===== config.mk =====
export PLATFORM = sky130hd
export DESIGN_NAME = comm_out_fifo
export DESIGN_NICKNAME = d
export VERILOG_FILES = /design/src/rtl/comm_pkg.sv /design/src/rtl/comm_chan_fifo.sv /design/src/rtl/comm_out_fifo.sv
export SDC_FILE = /design/constraint.sdc
export NUM_CORES = 2
export LEC_CHECK = 0
export BUFFER_PORTS_ARGS = -buffer_cell sky130_fd_sc_hd__buf_2
export CAP_MARGIN = 20
export CORE_UTILIZATION = 65
export CTS_CLUSTER_SIZE = 25
export DETAILED_ROUTE_END_ITERATION = 8
export HOLD_SLACK_MARGIN = 0.08
export PLACE_DENSITY_LB_ADDON = 0.1
export SYNTH_ARGS = -nofsm -noshare
export SYNTH_HDL_FRONTEND = slang
export SYNTH_HIERARCHICAL = 1
export SYNTH_SLANG_ARGS = --single-unit

===== constraint.sdc =====
create_clock -name clk -period 9.65 [get_ports clk]
set_input_delay 0.4825 -clock clk [delete_from_list [all_inputs] [get_ports clk]]
set_output_delay 0.4825 -clock clk [all_outputs]
set_load 0.1 [all_outputs]

===== src/rtl/comm_pkg.sv =====
// comm_pkg
// Shared constants and types for the commutator output side. The default
// channel count and data width must stay in step with the commutator that
// feeds comm_out_fifo.
//   COMM_N_OUT : number of commutator output channels
//   COMM_WD    : data width per channel
//   COMM_DEPTH : default entries per channel FIFO (power of 2, >= 2)
//   COMM_WCNT  : default width of the per-channel drop counter
//   data_t     : one channel data word
package comm_pkg;

  localparam int COMM_N_OUT = 13;
  localparam int COMM_WD    = 25;
  localparam int COMM_DEPTH = 8;
  localparam int COMM_WCNT  = 8;

  typedef logic [COMM_WD-1:0] data_t;

endpackage


===== src/rtl/comm_chan_fifo.sv =====
// comm_chan_fifo
// Single-channel elastic FIFO. Accepts one-cycle write strobes that cannot
// be back-pressured and presents the head entry over valid/ready with
// first-word-fall-through data. Writes that arrive while the FIFO is full
// and not popping are dropped, and they are counted in a sticky flag and a
// saturating counter.
// Ports:
//   clk, reset           : clock, synchronous active-high reset
//   req, data_in         : write strobe and write data
//   ready                : endpoint accepts the head entry
//   valid, data_out      : head entry available / head entry (0 when invalid)
//   ovf_flag, ovf_cnt    : sticky drop flag, saturating drop count
//   ovf_clr              : clears ovf_flag and ovf_cnt (wins over a drop)
module comm_chan_fifo
  import comm_pkg::*;
#(
  parameter int wD    = COMM_WD,
  parameter int DEPTH = COMM_DEPTH,
  parameter int wCNT  = COMM_WCNT
) (
  input  logic            clk,
  input  logic            reset,
  input  logic            req,
  input  logic [wD-1:0]   data_in,
  input  logic            ready,
  output logic            valid,
  output logic [wD-1:0]   data_out,
  output logic            ovf_flag,
  output logic [wCNT-1:0] ovf_cnt,
  input  logic            ovf_clr
);

  localparam int AW = $clog2(DEPTH);
  localparam int CW = AW + 1;
  localparam logic [CW-1:0] FULL_CNT = CW'(DEPTH);

  logic [wD-1:0]   mem_q [DEPTH];
  logic [AW-1:0]   wr_ptr_q, wr_ptr_d;
  logic [AW-1:0]   rd_ptr_q, rd_ptr_d;
  logic [CW-1:0]   count_q, count_d;
  logic            valid_q, valid_d;
  logic            ovf_flag_q, ovf_flag_d;
  logic [wCNT-1:0] ovf_cnt_q, ovf_cnt_d;
  logic            full, pop, push, drop;

  always_comb begin
    full = (count_q == FULL_CNT);
    pop  = valid_q & ready;
    push = req & (~full | pop);
    drop = req & full & ~pop;

    wr_ptr_d   = wr_ptr_q;
    rd_ptr_d   = rd_ptr_q;
    count_d    = count_q;
    ovf_flag_d = ovf_flag_q;
    ovf_cnt_d  = ovf_cnt_q;

    if (push) wr_ptr_d = wr_ptr_q + AW'(1);
    if (pop)  rd_ptr_d = rd_ptr_q + AW'(1);

    case ({push, pop})
      2'b10:   count_d = count_q + CW'(1);
      2'b01:   count_d = count_q - CW'(1);
      default: count_d = count_q;
    endcase

    // An entry written into an empty FIFO becomes visible one cycle after
    // it lands (no bypass); a pop that empties the FIFO hides valid at once.
    valid_d = (count_q != '0) && (count_d != '0);

    if (ovf_clr) begin
      ovf_flag_d = 1'b0;
      ovf_cnt_d  = '0;
    end else if (drop) begin
      ovf_flag_d = 1'b1;
      if (ovf_cnt_q != '1) ovf_cnt_d = ovf_cnt_q + wCNT'(1);
    end
  end

  always_ff @(posedge clk) begin
    if (reset) begin
      wr_ptr_q   <= '0;
      rd_ptr_q   <= '0;
      count_q    <= '0;
      valid_q    <= 1'b0;
      ovf_flag_q <= 1'b0;
      ovf_cnt_q  <= '0;
    end else begin
      wr_ptr_q   <= wr_ptr_d;
      rd_ptr_q   <= rd_ptr_d;
      count_q    <= count_d;
      valid_q    <= valid_d;
      ovf_flag_q <= ovf_flag_d;
      ovf_cnt_q  <= ovf_cnt_d;
    end
  end

  // Storage carries no reset; pointers and occupancy define what is live.
  always_ff @(posedge clk) begin
    if (push && !reset) mem_q[wr_ptr_q] <= data_in;
  end

  // The head slot is only rewritten when the FIFO is empty or popping, so
  // data_out holds steady while valid is high and ready is low.
  assign valid    = valid_q;
  assign data_out = valid_q ? mem_q[rd_ptr_q] : '0;
  assign ovf_flag = ovf_flag_q;
  assign ovf_cnt  = ovf_cnt_q;

endmodule


===== src/rtl/comm_out_fifo.sv =====
// comm_out_fifo
// Per-endpoint elastic buffer downstream of the pipelined commutator. Each
// of the nOUT channels gets its own independent comm_chan_fifo; this level
// only slices the packed buses.
// Ports:
//   clk, reset            : clock, synchronous active-high reset
//   req_in, data_in       : per-channel write strobes and packed write data
//   valid_out, ready_in   : per-channel valid/ready handshake to endpoints
//   data_out              : packed head entries (channel k at [k*wD +: wD])
//   ovf_flag, ovf_cnt     : per-channel sticky drop flag and drop count
//   ovf_clr               : clears all drop flags and counts
module comm_out_fifo
  import comm_pkg::*;
#(
  parameter int nOUT  = COMM_N_OUT,
  parameter int wD    = COMM_WD,
  parameter int DEPTH = COMM_DEPTH,
  parameter int wCNT  = COMM_WCNT
) (
  input  logic                 clk,
  input  logic                 reset,
  input  logic [nOUT-1:0]      req_in,
  input  logic [nOUT*wD-1:0]   data_in,
  output logic [nOUT-1:0]      valid_out,
  input  logic [nOUT-1:0]      ready_in,
  output logic [nOUT*wD-1:0]   data_out,
  output logic [nOUT-1:0]      ovf_flag,
  output logic [nOUT*wCNT-1:0] ovf_cnt,
  input  logic                 ovf_clr
);

  for (genvar k = 0; k < nOUT; k++) begin : g_chan
    comm_chan_fifo #(
      .wD    (wD),
      .DEPTH (DEPTH),
      .wCNT  (wCNT)
    ) u_fifo (
      .clk      (clk),
      .reset    (reset),
      .req      (req_in[k]),
      .data_in  (data_in[k*wD +: wD]),
      .ready    (ready_in[k]),
      .valid    (valid_out[k]),
      .data_out (data_out[k*wD +: wD]),
      .ovf_flag (ovf_flag[k]),
      .ovf_cnt  (ovf_cnt[k*wCNT +: wCNT]),
      .ovf_clr  (ovf_clr)
    );
  end

endmodule


==> Word level (Yosys, flattened, before mapping) <==
Memory sizes are Yosys's and may differ from the RTL's. A register that Yosys moved wholly into a read port is not among the register bits.
Index checks and enable logic that the tools add are counted.
{ "word_totals": {"ff_bits": 260, "ramBits": 2600, "inputBits": 354, "output_inout_bits": 455, "word_cells": 444, "memories": 13} }
{ "mem_list": {"columns": ["memory", "depth", "word_bits", "rd", "rd_clocked_by_memory_dff", "wr", "line", "source"], "rows": [
  ["g_chan[0].u_fifo.mem_q", 8, 25, 1, 1, 1, "comm_chan_fifo.sv:37", "logic [wD-1:0] mem_q [DEPTH];"],
  ["g_chan[10].u_fifo.mem_q", 8, 25, 1, 1, 1, "comm_chan_fifo.sv:37", null],
  ["g_chan[11].u_fifo.mem_q", 8, 25, 1, 1, 1, "comm_chan_fifo.sv:37", null],
  ["g_chan[12].u_fifo.mem_q", 8, 25, 1, 1, 1, "comm_chan_fifo.sv:37", null],
  ["g_chan[1].u_fifo.mem_q", 8, 25, 1, 1, 1, "comm_chan_fifo.sv:37", null],
  ["g_chan[2].u_fifo.mem_q", 8, 25, 1, 1, 1, "comm_chan_fifo.sv:37", null],
  ["7 more memories", null, null, null, null, null, null, null]
]} }
{ "classes": {"n_addsub": 65, "eq_ne": 52, "mux": 78, "n_bitwise": 91, "n_reduce_logical": 67} }
{ "ops": {"columns": ["op", "count"], "rows": [
  ["$mux W25", 13],
  ["$add A8 B1 Y8 const B", 13],
  ["$ne A8 B8 Y1 const B", 13],
  ["$pmux W4 S2", 13],
  ["$reduce_bool A4 Y1", 26],
  ["$add A3 B1 Y3 const B", 26],
  ["$mux W3", 26],
  ["$add A4 B1 Y4 const B", 13],
  ["$and A1 B1 Y1", 52],
  ["$eq A4 B4 Y1 const B", 13],
  ["$sub A4 B1 Y4 const B", 13],
  ["$eq A2 B1 Y1 const B", 13],
  ["$eq A2 B2 Y1 const B", 13],
  ["$logic_and A1 B1 Y1", 26],
  ["$mux W1", 26],
  ["$not A1 Y1", 26],
  ["$reduce_and A2 Y1", 13],
  ["$or A1 B1 Y1", 13],
  ["$reduce_or A2 Y1", 1],
  ["$logic_not A1 Y1", 1]
]} }

==> Depth between registers and ports, before layout <==
{ "depth": {"ltp_word": 8, "depth_mapped": 8, "ltp_nobuf": 7} }

==> Cells and area by module <==
Netlist, hierarchy kept.
{ "by_module_without_submodules": {"columns": ["mod", "instances", "cells_per_inst", "area_each_um2", "seq_area_each_um2"], "rows": [
  ["comm_chan_fifo (g_chan[1].u_fifo ...)", 8, 457, 8812.2, 6466.2],
  ["comm_chan_fifo (g_chan[0].u_fifo ...)", 4, 447, 8760.9, 6466.2],
  ["comm_chan_fifo (g_chan[9].u_fifo)", 1, 455, 8812.2, 6466.2]
]} }

==> Least setup slack after synthesis <==
Ideal clock, no wire load.
{ "synth_path": {"kind": "register to register", "from": "register g_chan[0].u_fifo.valid_q", "to": "memory g_chan[0].u_fifo/mem_q[2][0] (netlist bit), enable pin", "setup_time_ns": 0.438, "arrival_time_ns": 3.823, "t_required_ns": 9.212, "path_slack_ns": 5.388, "path_stages_with_launch": 6, "path_buffers": 1, "synth_period_minus_slack_ns": 4.262, "cell_sequence": "dfxtp_1 > and2_1 > clkbuf_1 > o21ai_1 > or3b_2 > nor3_1"} }
{ "synth_via": {"elab_chain_len": 6} }
{ "synth_lines": {"columns": ["item", "line", "source"], "rows": [
  ["start, declared", "comm_chan_fifo.sv:41", "logic valid_q, valid_d;"],
  ["start signal, assigned", "comm_chan_fifo.sv:92", "valid_q <= valid_d;"],
  ["$and A1 B1 Y1", "comm_chan_fifo.sv:48", "pop = valid_q & ready;"],
  ["$or A1 B1 Y1", "comm_chan_fifo.sv:49", "push = req & (~full | pop);"],
  ["$and A1 B1 Y1", "comm_chan_fifo.sv:49", null],
  ["$logic_and A1 B1 Y1", "comm_chan_fifo.sv:100", "if (push && !reset) mem_q[wr_ptr_q] <= data_in;"],
  ["$mux W1", "comm_chan_fifo.sv:100", null],
  ["$mux W1 (implied by the code)", "comm_chan_fifo.sv:100", null],
  ["end, declared", "comm_chan_fifo.sv:37", null]
]} }
No other way between the ends.

==> flow_metrics.tcl <==
set metrics [dict create \
    place_area_um2 121000 \
    cts_tree "done" \
    cpMaxStageDelayCell "buf_4" \
    drt_wl_total_um 258000 \
    ys_types 63 \
    regArea_um2 84100 \
    syn_area_um2 114000 \
    finalMaxSlewViolations 0 \
    synthAdderAreaFrac_pct 0.569 \
    slowest_delay_ns 0.74 \
    fin_crit_ns 4.11 \
    synth_top_family_by_area "multiplexers" \
    post_cts.repair.setup_buffers 0 \
    synth-edff-count 2600 \
    place.gp.congestion 0.863 \
    setup_tns_ns 0 \
    dpl.hpwl_um 150000 \
    htreeDepth 5 \
    synth-xor-area-share_pct 0.743 \
    row_count 153 \
    dieArea_um2 178000 \
    grt_max_degree 102 \
    initial_core_util_pct 65.6 \
    clkLatencyLatePin_ns 0.94 \
    track_usage_pct 28.9 \
    p_per_area_nw_per_um2 213 \
    multiInputGateArea_um2 29100 \
    worst_pin_slew_ns 1.07 \
    coreArea_um2 174000 \
    ys_ff_latch 2899 \
    drt_iter0_drc 5342 \
    leakagePower_nw 44.0 \
    avgViaCountPerCell 6.21 \
    rsz0062_at_grt "no" \
    start_kind "flip-flop" \
    drcViolationCount 0 \
    syn_inst 5899 \
    vias 60800 \
    p_total_mw 28.7 \
    crit_path_end_kind "output pin" \
    wl_per_cell_um 26.4 \
    nFillCells 9384 \
    io_pins 809 \
    critPathMaxFanout 50 \
    path_class "flip-flop to output pin" \
    path_cells "buf_4 -> mux4_2 -> mux2i_1 -> nor2b_1 -> buf_2" \
    required_ns 9.17 \
    max_cap_violations 0 \
    antenna_left 0 \
    setup_viol 0 \
    utilization_pct 77.2 \
    async_flop_share_pct 0 \
    synth_mux_area_share_pct 15.9 \
    cts_buffers 300 \
    avgSynthCellArea_um2 19.4 \
    overflow 0 \
    first_pass_iters 6 \
    area_growth_pct 17.7 \
    cts.path.max_buffers 4 \
    pre_cts_ws_ns 5.98 \
    fin_ws_ns 5.54 \
    yosysSeqAreaShare_pct 73.5 \
    design_area_um2 135000 \
    die_x_um 421 \
    clk_transition_reported_paths_ns 0.06 \
    critPathArrivalTime_ns 3.63 \
    synth_nets 6305 \
    slew_headroom_pct 28.1 \
    drive_gt1_share_pct 30.6 \
    final_nets 7608 \
    yosys_warnings 6 \
    clkSinkCount 2899 \
    status "finished, final reports clean" \
    root_buffer "clkbuf_16" \
    chipHeight_um 421 \
    synth_flop_cell "edfxtp_1" \
    portBuffers 808 \
    fmax_mhz 243 \
    hold_path.class "input port to flip-flop" \
    hold_violations 0 \
    post-route-period-util_pct 42.6 \
    grt_pass1_wl_um 383000 \
    synth-simple-area-share_pct 5.73 \
    finClkSkew_ns 0.0647 \
    peakVddDrop_uv 225 \
    first_global_vias 62400 \
    synth_compound_area_share_pct 2.20 \
    antenna_found_initial 64 \
]
-- what timing repair did --
item	4_1_cts	5_1_grt
hold endpoints to repair	2723	0
hold buffers	354	0
gates resized for setup	0	0
-- layout by cell type (no fill, tap or decap), types with 49 or more instances in the layout --
master	count
clkbuf_16	309
nor2b_1	326
nor2_2	60
edfxtp_1	2600
clkbuf_1	68
nand2_1	110
dfxtp_1	269
mux2i_1	355
xnor2_1	49
or4_1	50
a21oi_1	108
mux4_2	650
buf_2	807
nand3_1	89
dlygate4sd3_1	354
nor2_1	232
buf_4	140
ha_1	52
-- path summary, 6_finish.rpt --
kind / slack (ns) / endpoint / start / depth (start not counted)
hold reg to reg: 0.47 / g_chan[1].u_fifo/ovf_flag / g_chan[1].u_fifo/ovf_flag / 2
setup / recovery: 5.54 / data_out[131] / flip-flop / 5
hold / removal: 0.36 / g_chan[9].u_fifo/mem_q[6][21] / data_in[246] / 2
setup reg to reg: 6.48 / g_chan[11].u_fifo/mem_q[2][9] / g_chan[11].u_fifo/valid / 6
-- cells by family after synthesis --
kind of cell,after synthesis
compound gates,348
xor+xnor,97
fa+ha+maj,52
buf+inv,336
flops,2899
mux,1005
simple gates,1162
-- report_power, final --
group          leakage [nW]  switching (mW)  total, mW  internal [mW]
Combinational          13.5            2.39       3.47           1.08
Sequential             25.9           0.236       14.2           13.9
Clock                  4.52            4.53       11.0           6.51
-- layer usage --
metal | up-vias | global-route usage (%) | routed length (um)
met2 | 2488 | 48.0 | 131000
li1 | 26500 | - | -
met5 | - | 0 | 74
met1 | 31200 | 36.2 | 93900
met4 | 14 | 16.0 | 15100
met3 | 604 | 5.64 | 18300
-- worst max-delay path, delay by kind of cell (launching register included) --
family / cells / cell delay, ns
and+or+nand+nor: 1 / 0.62
muxes: 2 / 0.44
buffers and inverters: 2 / 1.29
DFF: 1 / 0.33
-- state kept, by name, summed over array words and instances, names as in the netlist, named ones only --
signal / count
g_chan.u_fifo/valid: 13
g_chan.u_fifo/mem_q: 2600
g_chan.u_fifo/rd_ptr_q: 39
g_chan.u_fifo/wr_ptr_q: 39
g_chan.u_fifo/count_q: 52
g_chan.u_fifo/ovf_cnt: 104
g_chan.u_fifo/ovf_flag: 13
-- final cells by class --
type                            instances  share of cell area [%]
Antenna cell                           41                  0.0762
Sequential cell                      2899                    62.5
Inverter                               22                  0.0613
Multi-Input combinational cell       2664                    21.6
Clock inverter                        131                   0.910
Timing Repair Buffer                 1315                    6.66
Tap cell                             2325                    2.16
Clock buffer                          384                    6.00
-- cells in the mapped netlist, types with 48 or more instances --
cell / number / area, um^2
nand3_1: 89 / 445
buf_2: 69 / 345
nor2_1: 292 / 1100
a21oi_1: 108 / 541
xnor2_1: 49 / 429
edfxtp_1: 2600 / 78100
dfxtp_1: 299 / 5990
mux2i_1: 355 / 3550
xor2_1: 48 / 420
clkbuf_1: 173 / 649
nor3_1: 50 / 250
nor2b_1: 326 / 2040
ha_1: 52 / 651
nand2_1: 110 / 413
mux4_2: 650 / 14600
or4_1: 50 / 375
-- stage by stage --
step / hold WS (ns) / instances
6_report: 0.364 / 9781
5_1_grt: 0.327 / 9779
4_1_cts: 0.266 / 9729
3_5_place_dp: 0.457 / 8860
3_3_place_gp: 0.450 / 8859
2_1_floorplan: 0.454 / 5899
(Power assumes the default switching activity.)
